<file path="src/rtl/btn_cond_pkg.sv">
// Shared timing defaults, counter-width helper and channel state encoding
// for the push-button conditioner.
`timescale 1ns/1ps
package btn_cond_pkg;

   localparam int unsigned DEF_DEBOUNCE_CYC = 32'd65535;
   localparam int unsigned DEF_HOLD_CYC     = 32'd50_000_000;
   localparam int unsigned DEF_REPEAT_CYC   = 32'd10_000_000;

   // Bits needed to count 0..n-1, never less than one bit.
   function automatic int unsigned ctr_w(input int unsigned n);
      return (n < 32'd2) ? 32'd1 : 32'($clog2(n));
   endfunction

   typedef enum logic [1:0] {
      IDLE      = 2'd0,
      PRESSED   = 2'd1,
      HOLDING   = 2'd2,
      REPEATING = 2'd3
   } ch_state_e;

endpackage

</file>
<file path="src/rtl/button_conditioner_if.sv">
// Button bus: raw pins in, conditioned level and strobes out.
`timescale 1ns/1ps
interface button_conditioner_if #(
   parameter int unsigned N = 5
);
   logic [N-1:0] btn_in;
   logic [N-1:0] btn_level;
   logic [N-1:0] btn_press;
   logic [N-1:0] btn_release;
   logic [N-1:0] btn_repeat;

   modport master (
      output btn_in,
      input  btn_level, btn_press, btn_release, btn_repeat
   );

   modport slave (
      input  btn_in,
      output btn_level, btn_press, btn_release, btn_repeat
   );
endinterface

</file>
<file path="src/rtl/button_channel.sv">
// One button: two-flop synchroniser, symmetric debounce, press/release
// strobes and hold/auto-repeat sequencing.
`timescale 1ns/1ps
module button_channel
   import btn_cond_pkg::*;
#(
   parameter int unsigned DEBOUNCE_CYC = DEF_DEBOUNCE_CYC,
   parameter int unsigned HOLD_CYC     = DEF_HOLD_CYC,
   parameter int unsigned REPEAT_CYC   = DEF_REPEAT_CYC
) (
   input  logic clk,
   input  logic rst_n,
   input  logic i_pin,
   output logic o_level,
   output logic o_press,
   output logic o_release,
   output logic o_repeat
);

   localparam int unsigned DB_W     = ctr_w(DEBOUNCE_CYC);
   localparam int unsigned HOLD_MAX = (HOLD_CYC > REPEAT_CYC) ? HOLD_CYC : REPEAT_CYC;
   localparam int unsigned HOLD_W   = ctr_w(HOLD_MAX + 32'd1);
   localparam logic [DB_W-1:0]   DB_LAST   = DB_W'(DEBOUNCE_CYC - 32'd1);
   localparam logic [HOLD_W-1:0] HOLD_LAST = HOLD_W'(HOLD_CYC - 32'd1);
   localparam logic [HOLD_W-1:0] REP_LAST  =
      HOLD_W'((REPEAT_CYC == 32'd0) ? 32'd0 : REPEAT_CYC - 32'd1);

   logic              r_s1, r_s2;
   logic [DB_W-1:0]   r_cnt;
   logic              r_level, r_press, r_release, r_repeat;
   logic [HOLD_W-1:0] r_hold;
   ch_state_e         r_state;

   logic [DB_W-1:0]   w_cnt_n;
   logic              w_level_n, w_press_n, w_release_n, w_repeat_n;
   logic [HOLD_W-1:0] w_hold_n;
   ch_state_e         w_state_n;

   // State register
   always_ff @(posedge clk or negedge rst_n) begin
      if (!rst_n) begin
         r_s1      <= 1'b0;
         r_s2      <= 1'b0;
         r_cnt     <= '0;
         r_level   <= 1'b0;
         r_press   <= 1'b0;
         r_release <= 1'b0;
         r_repeat  <= 1'b0;
         r_hold    <= '0;
         r_state   <= IDLE;
      end else begin
         r_s1      <= i_pin;
         r_s2      <= r_s1;
         r_cnt     <= w_cnt_n;
         r_level   <= w_level_n;
         r_press   <= w_press_n;
         r_release <= w_release_n;
         r_repeat  <= w_repeat_n;
         r_hold    <= w_hold_n;
         r_state   <= w_state_n;
      end
   end

   // Debounce and hold/repeat sequencing; a release always beats a due repeat
   always_comb begin
      w_cnt_n     = '0;
      w_level_n   = r_level;
      w_press_n   = 1'b0;
      w_release_n = 1'b0;
      w_repeat_n  = 1'b0;
      w_hold_n    = r_hold;
      w_state_n   = r_state;

      if (r_s2 != r_level) begin
         if (r_cnt == DB_LAST) begin
            w_level_n   = r_s2;
            w_press_n   = r_s2;
            w_release_n = ~r_s2;
         end else begin
            w_cnt_n = r_cnt + DB_W'(1);
         end
      end

      case (r_state)
         IDLE: begin
            w_hold_n = '0;
            if (w_press_n) w_state_n = PRESSED;
         end
         PRESSED: begin
            if (w_release_n) begin
               w_state_n = IDLE;
               w_hold_n  = '0;
            end else if (r_hold == HOLD_LAST) begin
               w_repeat_n = 1'b1;
               if (REPEAT_CYC == 32'd0) begin
                  w_state_n = HOLDING;
               end else begin
                  w_state_n = REPEATING;
                  w_hold_n  = '0;
               end
            end else begin
               w_hold_n = r_hold + HOLD_W'(1);
            end
         end
         REPEATING: begin
            if (w_release_n) begin
               w_state_n = IDLE;
               w_hold_n  = '0;
            end else if (r_hold == REP_LAST) begin
               w_repeat_n = 1'b1;
               w_hold_n   = '0;
            end else begin
               w_hold_n = r_hold + HOLD_W'(1);
            end
         end
         HOLDING: begin
            if (w_release_n) begin
               w_state_n = IDLE;
               w_hold_n  = '0;
            end
         end
         default: begin
            w_state_n = IDLE;
            w_hold_n  = '0;
         end
      endcase
   end

   assign o_level   = r_level;
   assign o_press   = r_press;
   assign o_release = r_release;
   assign o_repeat  = r_repeat;

endmodule

</file>
<file path="src/rtl/button_conditioner.sv">
// N-channel push-button conditioner: pin polarity fix-up followed by one
// independent button_channel per pin.
`timescale 1ns/1ps
module button_conditioner
   import btn_cond_pkg::*;
#(
   parameter int unsigned N            = 32'd5,
   parameter int unsigned DEBOUNCE_CYC = DEF_DEBOUNCE_CYC,
   parameter int unsigned HOLD_CYC     = DEF_HOLD_CYC,
   parameter int unsigned REPEAT_CYC   = DEF_REPEAT_CYC,
   parameter bit          ACTIVE_LOW   = 1'b0
) (
   input logic                 clk,
   input logic                 rst_n,
   button_conditioner_if.slave bus
);

   if (N < 32'd1) begin : g_bad_n
      $error("button_conditioner: N must be at least 1");
   end
   if (DEBOUNCE_CYC < 32'd2) begin : g_bad_db
      $error("button_conditioner: DEBOUNCE_CYC must be at least 2");
   end
   if (HOLD_CYC < 32'd2) begin : g_bad_hold
      $error("button_conditioner: HOLD_CYC must be at least 2");
   end

   logic [N-1:0] w_pol;
   logic [N-1:0] w_level, w_press, w_release, w_repeat;

   assign w_pol = bus.btn_in ^ {N{ACTIVE_LOW}};

   for (genvar gi = 0; gi < int'(N); gi++) begin : g_ch
      button_channel #(
         .DEBOUNCE_CYC (DEBOUNCE_CYC),
         .HOLD_CYC     (HOLD_CYC),
         .REPEAT_CYC   (REPEAT_CYC)
      ) u_ch (
         .clk       (clk),
         .rst_n     (rst_n),
         .i_pin     (w_pol[gi]),
         .o_level   (w_level[gi]),
         .o_press   (w_press[gi]),
         .o_release (w_release[gi]),
         .o_repeat  (w_repeat[gi])
      );
   end

   assign bus.btn_level   = w_level;
   assign bus.btn_press   = w_press;
   assign bus.btn_release = w_release;
   assign bus.btn_repeat  = w_repeat;

endmodule
</file>
<file path="src/flat_wrapper.sv">
// flat-port wrapper written by rule: the top's interface ports become plain ports
module button_conditioner_flat import btn_cond_pkg::*;
#(
   parameter int unsigned N            = 32'd5,
   parameter int unsigned DEBOUNCE_CYC = DEF_DEBOUNCE_CYC,
   parameter int unsigned HOLD_CYC     = DEF_HOLD_CYC,
   parameter int unsigned REPEAT_CYC   = DEF_REPEAT_CYC,
   parameter bit          ACTIVE_LOW   = 1'b0
)
  (clk, rst_n, bus_btn_in, bus_btn_level, bus_btn_press, bus_btn_release, bus_btn_repeat);
  button_conditioner_if #(.N(N)) bus_i ();
  input logic clk;
  input logic rst_n;
  input wire logic [$bits(bus_i.btn_in)-1:0] bus_btn_in;
  output wire logic [$bits(bus_i.btn_level)-1:0] bus_btn_level;
  output wire logic [$bits(bus_i.btn_press)-1:0] bus_btn_press;
  output wire logic [$bits(bus_i.btn_release)-1:0] bus_btn_release;
  output wire logic [$bits(bus_i.btn_repeat)-1:0] bus_btn_repeat;
  assign bus_i.btn_in = bus_btn_in;
  assign bus_btn_level = bus_i.btn_level;
  assign bus_btn_press = bus_i.btn_press;
  assign bus_btn_release = bus_i.btn_release;
  assign bus_btn_repeat = bus_i.btn_repeat;
  button_conditioner #(.N(N), .DEBOUNCE_CYC(DEBOUNCE_CYC), .HOLD_CYC(HOLD_CYC), .REPEAT_CYC(REPEAT_CYC), .ACTIVE_LOW(ACTIVE_LOW)) u_core (.clk(clk), .rst_n(rst_n), .bus(bus_i));
endmodule
</file>
<file path="config.mk">
export PLATFORM = sky130hd
export DESIGN_NAME = button_conditioner_flat
export DESIGN_NICKNAME = d
export VERILOG_FILES = /design/src/rtl/btn_cond_pkg.sv /design/src/rtl/button_conditioner_if.sv /design/src/rtl/button_channel.sv /design/src/rtl/button_conditioner.sv /design/src/flat_wrapper.sv
export SDC_FILE = /design/constraint.sdc
export NUM_CORES = 1
export LEC_CHECK = 0
export CAP_MARGIN = 20
export CORE_MARGIN = 10
export CORE_UTILIZATION = 30
export CTS_CLUSTER_DIAMETER = 100
export DETAILED_ROUTE_END_ITERATION = 8
export PLACE_DENSITY = 0.48
export SLEW_MARGIN = 0
export SYNTH_ARGS = -nofsm -noshare
export SYNTH_HDL_FRONTEND = slang
export SYNTH_HIERARCHICAL = 1
export SYNTH_SLANG_ARGS = --single-unit
</file>
<file path="constraint.sdc">
create_clock -name clk -period 2.2 [get_ports clk]
set_input_delay 0.22 -clock clk [delete_from_list [all_inputs] [get_ports clk]]
set_output_delay 0.22 -clock clk [all_outputs]
set_load 0.05 [all_outputs]
</file>
-- Word level (Yosys, flattened, before mapping)
Index checks and enable logic that the tools add are counted.
W data, S select, Z words.
- output and inout bits: 20
- register bits after elaboration: 250
- input port bits: 7
- word-level logic and storage cells: 245
- bitwise logic cells: 5
- reductions and logical operators: 20
- add/sub/neg operators: 10
- multiplexer cells: 110
- equal/unequal tests: 55
- operators with widths (cell ; number):
    $mux W26 ; 25
    $pmux W26 S4 ; 5
    $mux W16 ; 10
    $add A26 B1 Y26 const B ; 5
    $eq A26 B24 Y1 const B ; 5
    $eq A26 B26 Y1 const B ; 5
    $add A16 B1 Y16 const B ; 5
    $eq A16 B16 Y1 const B ; 5
    $mux W1 ; 40
    $mux W2 ; 20
    $pmux W2 S3 ; 5
    $eq A2 B2 Y1 const B ; 10
    $ne A2 B2 Y1 const B ; 10
    $ne A3 B3 Y1 const B ; 5
    $reduce_and A3 Y1 ; 5
    $eq A2 B1 Y1 const B ; 5
    $logic_not A2 Y1 ; 5
    $ne A2 B1 Y1 const B ; 5
    $pmux W1 S2 ; 5
    $reduce_and A2 Y1 ; 5
    $reduce_or A2 Y1 ; 5
    $ne A1 B1 Y1 ; 5
    $not A1 Y1 ; 5

-- Depth between registers and ports, before layout
Gate-level depths: netlist of the first run.
- depth in word-level cells: 5
- depth in mapped cells: 9
- depth with buffers taken out: 7

-- Cells and area by module
The synthesis of the first run kept the hierarchy.
- modules (own cells, without submodules) (module ; seq. area each (um^2) ; times used ; cells an instance ; area each (um^2)):
    button_channel at u_core.g_ch[1].u_ch ... ; 1251.2 ; 3 ; 291 ; 2758.9
    button_channel at u_core.g_ch[4].u_ch ; 1251.2 ; 1 ; 286 ; 2758.9
    button_channel at u_core.g_ch[0].u_ch ; 1251.2 ; 1 ; 287 ; 2747.6

-- Worst setup path after synthesis of the first run
Ideal clock, no wire load.
- kind: reg-to-reg
- start: register u_core.g_ch[1].u_ch.r_hold[13]
- end: register u_core.g_ch[1].u_ch.r_hold[6]
- setup slack: -44 ps
- buffers on the path: 1
- data required time: 2074 ps
- cell stages (with the launch flop): 7
- data arrival time: 2118 ps
- clock period less this slack: 2244 ps
- setup time: 126 ps
- cell sequence: dfrtp_1 > or4b_1 > or4_4 > a21boi_4 > buf_6 > nor4_1 > a311o_1
- longest elaborated chain between the ends: 4
- elaborated cells on any way between the ends: 7
- classes of those cells: eq/ne (2); mux (5)
- ends and longest elaborated chain (element ; line ; RTL):
    start: declaration ; button_channel.sv:31 ; logic [HOLD_W-1:0] r_hold;
    start signal: assignment ; button_channel.sv:59 ; r_hold <= w_hold_n;
    $eq A26 B24 Y1 / $eq A26 B26 Y1 (equally long branches) ; button_channel.sv:109, button_channel.sv:93 ;
    $mux W26, on equally long branches ; button_channel.sv:109, button_channel.sv:93 ;
    $mux W26, on equally long branches ; button_channel.sv:106, button_channel.sv:90 ;
    $pmux W26 S4 (*) ; button_channel.sv:84 ; case (r_state)
Every way passes the cells marked *; elsewhere a longest branch is shown, timed or not.
A chain may end at the register's enable or synchronous reset.

-- Worst setup path in the final report of the first run
- start: register u_core.g_ch[3].u_ch.r_hold[17]
- end: register u_core.g_ch[3].u_ch.r_hold[3]
- longest elaborated chain between the ends: 4
- elaborated cells on any way between the ends: 7
- classes of those cells: eq/ne (2); mux (5)
- ends and longest elaborated chain (element ; line):
    start: declaration ; button_channel.sv:31
    start signal: assignment ; button_channel.sv:59
    $eq A26 B24 Y1 / $eq A26 B26 Y1 (equally long branches) ; button_channel.sv:109, button_channel.sv:93
    $mux W26, on equally long branches ; button_channel.sv:109, button_channel.sv:93
    $mux W26, on equally long branches ; button_channel.sv:106, button_channel.sv:90
    $pmux W26 S4 (*) ; button_channel.sv:84
Marks and branches as above.

==> results of run 1 <==
-- area by class of cell --
type / instances / area [um2] / share of cell area [%]
tap: 600 / 750.7 / 4.179
sequential: 250 / 6256 / 34.82
inverter: 39 / 146.4 / 0.8149
timing repair buffer: 258 / 2399 / 13.35
clock buffer: 35 / 820.8 / 4.569
clock inverter: 22 / 355.3 / 1.978
multi-input combinational: 1075 / 7237 / 40.28
-- worst max-delay path: cells and delay by family, from the launching register on --
kind | cells | cell delay (ns)
AOI/OAI and AO/OA | 2 | 0.50
buffers and inverters | 2 | 0.28
DFF | 1 | 0.39
and+or+nand+nor | 3 | 1.11
-- flip-flops by register name (all words and copies together) (netlist names) --
register and flops:
u_core/g_ch.u_ch/o_level 5, u_core/g_ch.u_ch/o_press 5, u_core/g_ch.u_ch/o_release 5, u_core/g_ch.u_ch/o_repeat 5, u_core/g_ch.u_ch/r_cnt 80, u_core/g_ch.u_ch/r_hold 130
u_core/g_ch.u_ch/r_s1 5, u_core/g_ch.u_ch/r_s2 5, u_core/g_ch.u_ch/r_state 10
-- through the flow --
| step | setup TNS [ns] | util (%) | instance area (um2) | setup slack, ns | hold slack, ns |
|---|---|---|---|---|---|
| floorplan | -0.1034 | - | 13800 | -0.01082 | -0.07559 |
| global placement | -4.996 | 35.36 | 16050 | -0.1679 | 0.1923 |
| detailed placement | -5.701 | 35.36 | 16050 | -0.1636 | 0.1895 |
| CTS | -4.859 | 38.46 | 17450 | -0.1340 | 0.04426 |
| global route | -12.13 | 39.59 | 17960 | -0.2342 | 0.05875 |
| finish | -7.707 | 39.59 | 17960 | -0.1891 | 0.08249 |
-- layout by cell type, fill, tap and decap left out, types with 8 or more instances in the layout --
cell             Yosys  final
dfrtp_1            250    250
buf_4               10    190
nor2_1             122    119
nand2_1            112    112
nand3_1             84     83
nor3_1              78     73
nor4_1              68     57
nand4_1             56     56
xor2_1              49     49
inv_1               39     39
clkbuf_16            0     37
o31ai_1             39     31
or3_1               30     30
a31oi_1             27     27
clkdlybuf4s50_1      0     25
a21o_1              25     25
o21ai_0             23     23
nor3b_1             27     23
o22a_1              22     22
and4_1              21     21
xnor2_1             21     21
and3_1              19     19
o21a_1              18     18
or4_1               20     17
a22o_1              16     16
buf_6               11     15
buf_12               0     15
ha_1                15     13
o311ai_0            19     11
nor4b_1             12     10
a21oi_1             10     10
a211o_1             10     10
o31a_1              10     10
bufinv_16            0      9
nor4_2               0      8
a211oi_1            16      8
o311ai_1             1      8
a211oi_2             0      8
-- power groups by stage --
stage | combinational, W | sequential (W) | clock (W)
2_1_floorplan | 0.0000673 | 0.00474 | 0
6_report | 0.000248 | 0.00465 | 0.00585
5_1_grt | 0.000289 | 0.00466 | 0.00622
3_5_place_dp | 0.000259 | 0.00474 | 0
3_3_place_gp | 0.000260 | 0.00474 | 0
4_1_cts | 0.000262 | 0.00465 | 0.00605
-- routing by layer --
metal  vias to the layer above  GRT usage [%]  wire, um
li1                       5912              -         -
met1                      5914          17.04     17070
met3                        49          1.994      1309
met5                         -              0         0
met4                         0          3.565       861
met2                       183          20.65     16450
-- kinds of logic after synthesis --
logic type	after synthesis
xor+xnor	70
fa+ha+maj	15
buf+inv	121
simple gates	710
compound gates	274
flops	250
mux	6
-- worst paths after layout --
path	startpoint	endpoint	slack [ns]	depth (start not counted)
worst max-delay path	u_core/g_ch[3].u_ch/r_hold[17]	u_core/g_ch[3].u_ch/r_hold[3]	-0.19	7
worst min-delay path	bus_btn_in[3]	u_core/g_ch[3].u_ch/r_s1	0.08	1
worst max register to register	u_core/g_ch[3].u_ch/r_hold[17]	u_core/g_ch[3].u_ch/r_hold[3]	-0.19	7
worst min register to register	u_core/g_ch[3].u_ch/r_s1	u_core/g_ch[3].u_ch/r_s2	0.35	0
max in group asynchronous	rst_n	u_core/g_ch[3].u_ch/r_hold[25]	1.22	3
min in group asynchronous	rst_n	u_core/g_ch[0].u_ch/r_hold[8]	0.16	2
-- cell usage after synthesis (all sizes together), types with 6 or more instances --
| master | count |
|---|---|
| dfrtp | 250 |
| nor2 | 123 |
| nand2 | 112 |
| nand3 | 84 |
| nor3 | 78 |
| nor4 | 68 |
| nand4 | 57 |
| xor2 | 49 |
| buf | 43 |
| inv | 39 |
| o31ai | 39 |
| clkbuf | 38 |
| o21ai | 35 |
| or3 | 31 |
| or4 | 29 |
| a31oi | 27 |
| nor3b | 27 |
| a21o | 25 |
| and4 | 22 |
| o22a | 22 |
| xnor2 | 21 |
| o311ai | 20 |
| and3 | 19 |
| a22o | 18 |
| o21a | 18 |
| a211oi | 16 |
| ha | 15 |
| nor4b | 12 |
| a211o | 10 |
| a21oi | 10 |
| o31a | 10 |
| and2 | 7 |
| or4b | 7 |
| mux2 | 6 |
| nand2b | 6 |
| or2 | 6 |
-- repair_timing --
action	4_1_cts	5_1_grt
buffers inserted	8	11
hold endpoints to repair	89	0
setup endpoints to repair	75	97
hold buffers	1	0
gates cloned	3	7
pin swaps	7	25
gates resized for setup	29	61
==> summary.md, run 1 <==
| Metric | Value |
|---|---|
| Core Area | `around 0.045 mm2` |
| Post-synth top flop | `dfrtp_1` |
| Slew HR | `roughly three fifths` |
| Crit-path cells | `or4bb_1 > or4_4 > a21boi_4 > buf_12 > buf_8 > nor4_2 > a211o_1` |
| Pin slew with the least headroom to its limit | `0.5884 ns` |
| Clock root cell | `clkbuf_16` |
| Largest area contributor in the netlist | `dfrtp_1` |
| Initial antenna violation count | `0` |
| Die X | `234.3 um` |
| Synth Register Bits | `250` |
| Maximum fanout along the worst path | `7` |
| IO Port Bufs | `26` |
| Post-synthesis adder-cell area fraction | `1.362%` |
| Clock share of power | `54.4%` |
| Drt pass-1 iters | `6` |
| Layout cells sized above 1 | `22.57%` |
| Number of routed nets with antenna violations | `0` |
| GP Congestion | `0.8321` |
| Max stage delay on crit path | `around 0.56 ns` |
| Max-cap violations | `0` |
| Final setup viols | `74` |
| Register area share after synthesis | `45.39%` |
| Mean Syn Cell Area | `9.532 um2` |
| TritonCTS clock tree | `yes` |
| Comb power frac | `2.3%` |
| Via count | `12060` |
| Final worst setup slack | `-0.1891 ns` |
| Layout Cells excl Fill | `around 2300` |
| Crit path time final | `about 2.4 ns` |
| Clock transition at path regs | `0.06 ns` |
| Mux contribution to synthesized area | `less than 1%` |
| GRT Residual Overflow | `0` |
| CP Capture Type | `register` |
| Pwr Density | `598.7 mW/mm2` |
| RSZ-0062 raised after global routing | `true` |
| Failing checks | `negative setup slack` |
| Net Sw Frac | `21.55%` |
| Vias per cell | `around 5.3` |
| Pint | `0.008438 W` |
| WL final | `between 30000 and 40000 um` |
| Flop pwr share | `a little over two fifths` |
| Clock tree sinks | `250` |
| Largest net degree at the start of global routing | `61` |
| Ys async rst share | `100.0%` |
| Die Height | `234.3 um` |
| Die area | `0.05492 mm2` |
| Total design power | `0.01076 W` |
| Main combinational cell family by area after synthesis | `simple AND/OR/NAND/NOR gates` |
| Max-slew violation count | `0` |
| Top cells by area, synth | `dfrtp_1 45%, nor2_1 3.3%, xor2_1 3.1%, nor4_1 3.1%, nand2_1 3.1%` |
| Setup CP Type | `reg2reg` |
| Synthesized-area fraction occupied by and/or/nand/nor cells | `28.47%` |
| Fmax achieved | `approximately 420 MHz` |
| Vias in the first global route | `between 10000 and 15000` |
| Bufs on Longest Clock Path | `3` |
| Skew-Pair Late Insertion Delay | `between 0.5 and 0.6 ns` |
| Cell Area, Synth | `0.01378 mm2` |
| Avg WL per Cell | `15.66 um` |
| Crit path DAT | `between 2 and 3 ns` |
| Cells after synthesis | `1446` |
| Starting Density | `30.37%` |
| Leakage | `7.417 nW` |
| Layout Nets | `1677` |
| Complex-gate fraction of the synthesized area | `15.26%` |
| Synth Net Count | `1468` |
| Area grow syn2layout | `30.34%` |
| Top cell type's share of synthesized area | `45.39%` |
| Cell variety after synth | `between 70 and 80` |
| Boundary Pins | `27` |
| # placed instances | `2193` |
| P_sw | `0.002318 W` |
| CP required | `2.65 ns` |
| Depth of the CTS H-tree | `1` |
| Endpoints failing hold | `0` |
| Fin crit share | `108.6%` |
| VDD IR max | `698.7 uV` |
| Slowest-stage cell, CP | `or4_4` |
| EDFF count, synth | `0` |
| DP HPWL | `23690 um` |
| Gr usage total | `between 10% and 20%` |
| Synth Area in XOR/XNOR | `4.448%` |
| Iteration-0 DRC Markers | `821` |
| # DRC | `0` |
| CTS Buf Count | `31` |
| Placement row count | `78` |
| Startpoint class of the critical path | `register` |
| Ys Warns | `6` |
| FILL cells | `4476` |
| Worst hold path class | `in2reg` |
| First-pass GRT wire length | `about 60000 um` |
| Status | `finished, violations left` |
| Layout Skew | `0.01451 ns` |
| Ant. Diodes | `0` |
(Power assumes the default switching activity.)
==> inputs of run 2 (changes only) <==
--- a/config.mk
+++ b/config.mk
@@ -6,6 +6,7 @@
 export NUM_CORES = 1
 export LEC_CHECK = 0
 export CAP_MARGIN = 20
+export CORE_ASPECT_RATIO = 1.1
 export CORE_MARGIN = 10
 export CORE_UTILIZATION = 30
 export CTS_CLUSTER_DIAMETER = 100
==> summary.md, run 2 (synthesis gave the netlist of run 1 again) <==
| Metric | Value |
|---|---|
| Slowest-stage cell, CP | `or4_4` |
| Avg WL per Cell | `15.83 um (+1.0%)` |
| Die area | `0.05493 mm2 (about the same)` |
| Largest regs | `u_core/g_ch.u_ch/r_hold: 130 flops, u_core/g_ch.u_ch/r_cnt: 80 flops, u_core/g_ch.u_ch/r_state: 10 flops` |
| Via count | `12050 (-0.050%)` |
| Commonest non-fill, non-tap cell in the layout | `dfrtp_1` |
| Gr usage total | `12.77% (+0.12 points)` |
| RSZ-0062 raised after global routing | `true` |
| Pwr Density | `558.3 mW/mm2 (-6.7%)` |
| Core Area | `0.04555 mm2 (+0.38%)` |
| Die X | `224.4 um (-4.3%)` |
| Leakage | `7.372 nW (-0.61%)` |
| Layout Nets | `1670 (-0.42%)` |
| Vias per cell | `5.335 (+0.84%)` |
| DP HPWL | `23580 um (-0.49%)` |
| GP Congestion | `0.8174 (-1.8%)` |
| # placed instances | `2178 (-0.68%)` |
| VDD IR max | `511.4 uV (-27%)` |
| Boundary Pins | `27 (unchanged)` |
| Skew-Pair Late Insertion Delay | `0.57 ns (about the same)` |
| Layout cells sized above 1 | `22.62% (+0.048 points)` |
| IO Port Bufs | `26 (unchanged)` |
| Die Height | `244.8 um (+4.5%)` |
| Startpoint class of the critical path | `register` |
| Final setup viols | `74 (unchanged)` |
| Clock transition at path regs | `0.06 ns (about the same)` |
| Layout Cells excl Fill | `2259 (-0.88%)` |
| Failing checks | `negative setup slack` |
| Vias in the first global route | `12080 (+3.1%)` |
| FF/Latch Area | `0.006256 mm2 (unchanged)` |
| Crit path buf inv count | `2 (unchanged)` |
| Reg with most FFs | `u_core/g_ch.u_ch/r_hold` |
| Final Util | `39.70% (+0.11 points)` |
| TritonCTS clock tree | `yes` |
| Crit path DAT | `2.85 ns (about the same)` |
| Ant. Diodes | `0 (unchanged)` |
| WL final | `35750 um (+0.16%)` |
| GRT Residual Overflow | `0 (unchanged)` |
| Final worst setup slack | `-0.2014 ns (-0.01228 ns)` |
| CP Capture Type | `register` |
| Pin slew with the least headroom to its limit | `0.5802 ns (-0.008229 ns)` |
| Crit-path cells | `or4b_4 > or4_4 > a21boi_4 > buf_6 > buf_12 > nor3_1 > a211o_1` |
| Clock root cell | `clkbuf_16` |
| Setup CP Type | `reg2reg` |
| Area grow syn2layout | `31.20%` |
| Placement row count | `82 (+5.1%)` |
| # DRC | `0 (unchanged)` |
| Maximum fanout along the worst path | `5 (-2)` |
| Max-slew violation count | `0 (unchanged)` |
| Status | `finished, violations left` |
| Iteration-0 DRC Markers | `846 (+3.0%)` |
| Drt pass-1 iters | `7 (+1)` |
| Fin crit share | `109.2% (+0.56 points)` |
| Depth of the CTS H-tree | `1 (unchanged)` |
| Endpoints failing hold | `0 (unchanged)` |
| First-pass GRT wire length | `60470 um (+1.9%)` |
| Bufs on Longest Clock Path | `3 (unchanged)` |
| Largest net degree at the start of global routing | `61 (unchanged)` |
| FILL cells | `4532 (+1.3%)` |
| Min Hold Slack | `0.09420 ns (+0.01171 ns)` |
| Worst hold path class | `in2reg` |
| Max reg flops | `130 (unchanged)` |
| Number of routed nets with antenna violations | `0 (unchanged)` |
| Cell Area, Placed | `0.01611 mm2 (+0.39%)` |
| CP required | `2.65 ns (about the same)` |
| Worst path top cell family by delay | `simple AND/OR/NAND/NOR gates` |
| Slew HR | `60.96% (+0.28 points)` |
| Max stage delay on crit path | `0.55 ns (about the same)` |
| Max-cap violations | `0 (unchanged)` |
| Footprint of the multi-input gates | `0.007391 mm2 (+2.1%)` |
| Design Area, Final | `0.01808 mm2 (+0.66%)` |
| CTS Buf Count | `31 (unchanged)` |
| Starting Density | `30.26% (-0.12 points)` |
| Initial antenna violation count | `0 (unchanged)` |
| Crit path time final | `2.401 ns (+0.01228 ns)` |
| Fmax achieved | `416.4 MHz (-0.51%)` |
| Clock tree sinks | `250 (unchanged)` |
| Layout Skew | `0.008843 ns (-0.005668 ns)` |
| Most frequent cells in the layout | `250 x dfrtp_1, 173 x buf_4, 118 x nor2_1` |
==> run 2: cell types whose count changed in the layout (fill, tap and decap cells not counted), moves of 4 or more <==
cell / previous run / this run
buf_12: 15 / 25
buf_16: 1 / 6
buf_4: 190 / 173
bufinv_16: 9 / 3
clkbuf_1: 1 / 7
clkbuf_16: 37 / 33
clkbuf_8: 3 / 8
o311ai_1: 8 / 4
o311ai_4: 0 / 5
==> run 2: power by group <==
part / leakage [nW] / internal [W] / switching, W
sequential: 3.46 / 0.00463 / 0.0000212
clock: 0.514 / 0.00319 / 0.00200
combinational: 3.40 / 0.0000864 / 0.000171
total: 7.37 / 0.00790 / 0.00219
==> run 2: layout make-up <==
class | instances | area share [%]
Multi-Input combinational cell | 1075 | 40.87
Sequential cell | 250 | 34.59
Timing Repair Buffer | 251 | 13.91
Clock buffer | 46 | 5.044
Tap cell | 588 | 4.068
Inverter | 39 | 0.8095
Clock inverter | 10 | 0.7057
==> run 2: through the flow <==
stage / total power, W / worst slack [ns] / setup TNS [ns]
5_1_grt: 0.01053 / -0.2579 / -12.55
4_1_cts: 0.01032 / -0.1529 / -6.009
6_report: 0.01010 / -0.2014 / -7.870
3_3_place_gp: 0.005002 / -0.1757 / -6.401
2_1_floorplan: 0.004811 / -0.01082 / -0.1034
3_5_place_dp: 0.005006 / -0.2364 / -9.754
==> run 2: timing repair <==
action / 4_1_cts / 5_1_grt
buffers inserted: 14 / 3
pin swaps: 20 / 23
cloned: 8 / 2
resized for setup: 76 / 48
setup endpoints to repair: 78 / 108
hold buffers: 1 / 0
hold endpoints to repair: 55 / 0
==> run 2: final timing paths <==
path / cells after the start / from / slack, ns / to
max: 7 / u_core/g_ch[2].u_ch/r_hold[13] / -0.20 / u_core/g_ch[2].u_ch/r_hold[3]
min: 1 / bus_btn_in[4] / 0.09 / u_core/g_ch[4].u_ch/r_s1
max reg2reg: 7 / u_core/g_ch[2].u_ch/r_hold[13] / -0.20 / u_core/g_ch[2].u_ch/r_hold[3]
min reg2reg: 0 / u_core/g_ch[3].u_ch/r_s1 / 0.35 / u_core/g_ch[3].u_ch/r_s2
max in group asynchronous: 3 / rst_n / 1.28 / u_core/g_ch[3].u_ch/r_s1
min in group asynchronous: 2 / rst_n / 0.17 / u_core/g_ch[2].u_ch/r_hold[12]
==> run 2: layer usage <==
layer / track usage, % / wire, um
met4: 3.402 / 738
met2: 21.73 / 17200
met1: 16.44 / 16530
met3: 2.099 / 1285
met5: 0 / 0
==> inputs of run 3 (changes only) <==
--- a/config.mk
+++ b/config.mk
@@ -12,6 +12,7 @@
 export CTS_CLUSTER_DIAMETER = 100
 export DETAILED_ROUTE_END_ITERATION = 8
 export PLACE_DENSITY = 0.48
+export SETUP_SLACK_MARGIN = 0.4
 export SLEW_MARGIN = 0
 export SYNTH_ARGS = -nofsm -noshare
 export SYNTH_HDL_FRONTEND = slang
==> summary.md, run 3 (synthesis gave the netlist of run 1 again) <==
| Metric | Value |
|---|---|
| Status | `finished, violations left` |
| Failing checks | `negative setup slack` |
| Avg WL per Cell | `17.13 um (+8.2%)` |
| Core Area | `0.04555 mm2 (unchanged)` |
| Layout Nets | `1755 (+5.1%)` |
| CTS Buf Count | `34 (+9.7%)` |
| Crit path DAT | `2.78 ns (-0.07 ns)` |
| Fmax achieved | `421.3 MHz (+1.2%)` |
| Commonest non-fill, non-tap cell in the layout | `dfrtp_1` |
| Leakage | `8.209 nW (+11%)` |
| Setup CP Type | `reg2reg` |
| Drt pass-1 iters | `5 (-2)` |
| Endpoints failing hold | `0 (unchanged)` |
| CP Capture Type | `register` |
| Die area | `0.05493 mm2 (unchanged)` |
| Final worst setup slack | `-0.1738 ns (+0.02757 ns)` |
| Gr usage total | `13.77% (+1.0 points)` |
| Slew HR | `54.63% (-6.3 points)` |
| Layout cells sized above 1 | `35.36% (+13 points)` |
| FILL cells | `4294 (-5.3%)` |
| Starting Density | `30.26% (unchanged)` |
| VDD IR max | `358.4 uV (-30%)` |
| Vias in the first global route | `12420 (+2.8%)` |
| Final setup viols | `75 (+1.4%)` |
| Via count | `12660 (+5.0%)` |
| Worst hold path class | `in2reg` |
| Vias per cell | `5.401 (+1.2%)` |
| TritonCTS clock tree | `yes` |
| Area grow syn2layout | `46.77%` |
| Max-cap violations | `0 (unchanged)` |
| Boundary Pins | `27 (unchanged)` |
| Reg with most FFs | `u_core/g_ch.u_ch/r_hold` |
| Fin crit share | `107.9% (-1.3 points)` |
| Largest net degree at the start of global routing | `59 (-3.3%)` |
| Design Area, Final | `0.02023 mm2 (+12%)` |
| DP HPWL | `23720 um (+0.60%)` |
| Total design power | `0.01045 W (+3.5%)` |
| Depth of the CTS H-tree | `2 (+1)` |
| Startpoint class of the critical path | `register` |
| Skew-Pair Late Insertion Delay | `0.54 ns (-0.03 ns)` |
| IO Port Bufs | `26 (unchanged)` |
| Pwr Density | `516.4 mW/mm2 (-7.5%)` |
| Min Hold Slack | `0.1172 ns (+0.02298 ns)` |
| # DRC | `0 (unchanged)` |
| Layout Skew | `0.01889 ns (+0.01004 ns)` |
| Placement row count | `82 (unchanged)` |
| Pin slew with the least headroom to its limit | `0.6791 ns (+0.09888 ns)` |
| Die Height | `244.8 um (unchanged)` |
| Clock tree sinks | `250 (unchanged)` |
| Iteration-0 DRC Markers | `600 (-29%)` |
| Maximum fanout along the worst path | `5 (unchanged)` |
| RSZ-0062 raised after global routing | `true` |
| Clock root cell | `clkbuf_16` |
| Die X | `224.4 um (unchanged)` |
| First-pass GRT wire length | `64020 um (+5.9%)` |
| GRT Residual Overflow | `0 (unchanged)` |
| WL final | `40140 um (+12%)` |
| Max reg flops | `130 (unchanged)` |
| Largest regs | `u_core/g_ch.u_ch/r_hold: 130 flops, u_core/g_ch.u_ch/r_cnt: 80 flops, u_core/g_ch.u_ch/r_state: 10 flops` |
| Final Util | `44.41% (+4.7 points)` |
| Ant. Diodes | `0 (unchanged)` |
| Number of routed nets with antenna violations | `0 (unchanged)` |
| Clock transition at path regs | `0.06 ns (about the same)` |
| Initial antenna violation count | `0 (unchanged)` |
| Crit path time final | `2.374 ns (-0.02757 ns)` |
| Max-slew violation count | `0 (unchanged)` |
| Bufs on Longest Clock Path | `3 (unchanged)` |
| Most frequent cells in the layout | `241 x dfrtp_1, 205 x buf_4, 103 x nand2_1` |
| GP Congestion | `0.8181 (about the same)` |
| Setup_tns | `-7.767 ns (+0.1026 ns)` |
| Cell Area, Placed | `0.01626 mm2 (+0.93%)` |
| CP required | `2.60 ns (-0.05 ns)` |
-- run 3: final timing paths --
kind	startpoint	to	slack [ns]	cells after the start
worst min-delay path	bus_btn_in[3]	u_core/g_ch[3].u_ch/r_s1	0.12	1
worst max register to register	u_core/g_ch[1].u_ch/r_hold[21]	u_core/g_ch[1].u_ch/r_hold[7]	-0.17	8
worst min register to register	u_core/g_ch[4].u_ch/r_s1	u_core/g_ch[4].u_ch/r_s2	0.35	0
max in group asynchronous	rst_n	u_core/g_ch[4].u_ch/r_hold[6]	1.26	3
min in group asynchronous	rst_n	u_core/g_ch[2].u_ch/r_hold[18]	0.23	2
worst max-delay path	u_core/g_ch[1].u_ch/r_hold[21]	u_core/g_ch[1].u_ch/r_hold[7]	-0.17	8
-- run 3: per-stage QoR --
step | worst slack [ns] | std cells
floorplan | -0.01078 | 1446
global placement | -0.2543 | 2178
detailed placement | -0.2765 | 2178
CTS | -0.1474 | 2301
global route | -0.2420 | 2344
finish | -0.1738 | 2344
-- run 3: final cells by class --
class	instances	area, um2	area share [%]
clock buffers	49	998.5	4.936
clock inverters	10	110.1	0.5443
inverters	39	146.4	0.7236
multi-input cells	1078	8531	42.17
flip-flops and latches	250	6267	30.98
well taps	588	735.7	3.637
repair buffers	330	3441	17.01
-- run 3: where the power goes --
group          internal, W  switching, W  total [W]  leakage (nW)
Combinational     0.000104      0.000194   0.000298          4.22
Clock              0.00338       0.00211    0.00549         0.547
Sequential         0.00463     0.0000225    0.00466          3.44
-- run 3: layer usage --
layer | wire, um | up-vias | GRT usage, %
met5 | 0 | - | 0
met4 | 809 | 0 | 3.962
met3 | 1747 | 67 | 2.803
met2 | 19940 | 250 | 23.03
met1 | 17640 | 6270 | 17.64
li1 | - | 6073 | -
-- run 3: repair_timing --
| item | CTS | global route |
|---|---|---|
| hold buffers | 1 | 0 |
| buffers inserted | 46 | 30 |
| pin swaps | 40 | 61 |
| gates cloned | 17 | 13 |
| endpoints found under the hold margin | 49 | 0 |
| gates resized for setup | 164 | 225 |
| endpoints found under the setup margin | 195 | 198 |
-- run 3: worst max-delay path: stages, from the launching register on --
cell,delay (ns)
dfrtp_1,0.37
or4b_4,0.53
or4_4,0.51
a21boi_4,0.21
buf_6,0.14
buf_6,0.09
buf_6,0.11
nor4_2,0.04
a211o_1,0.26
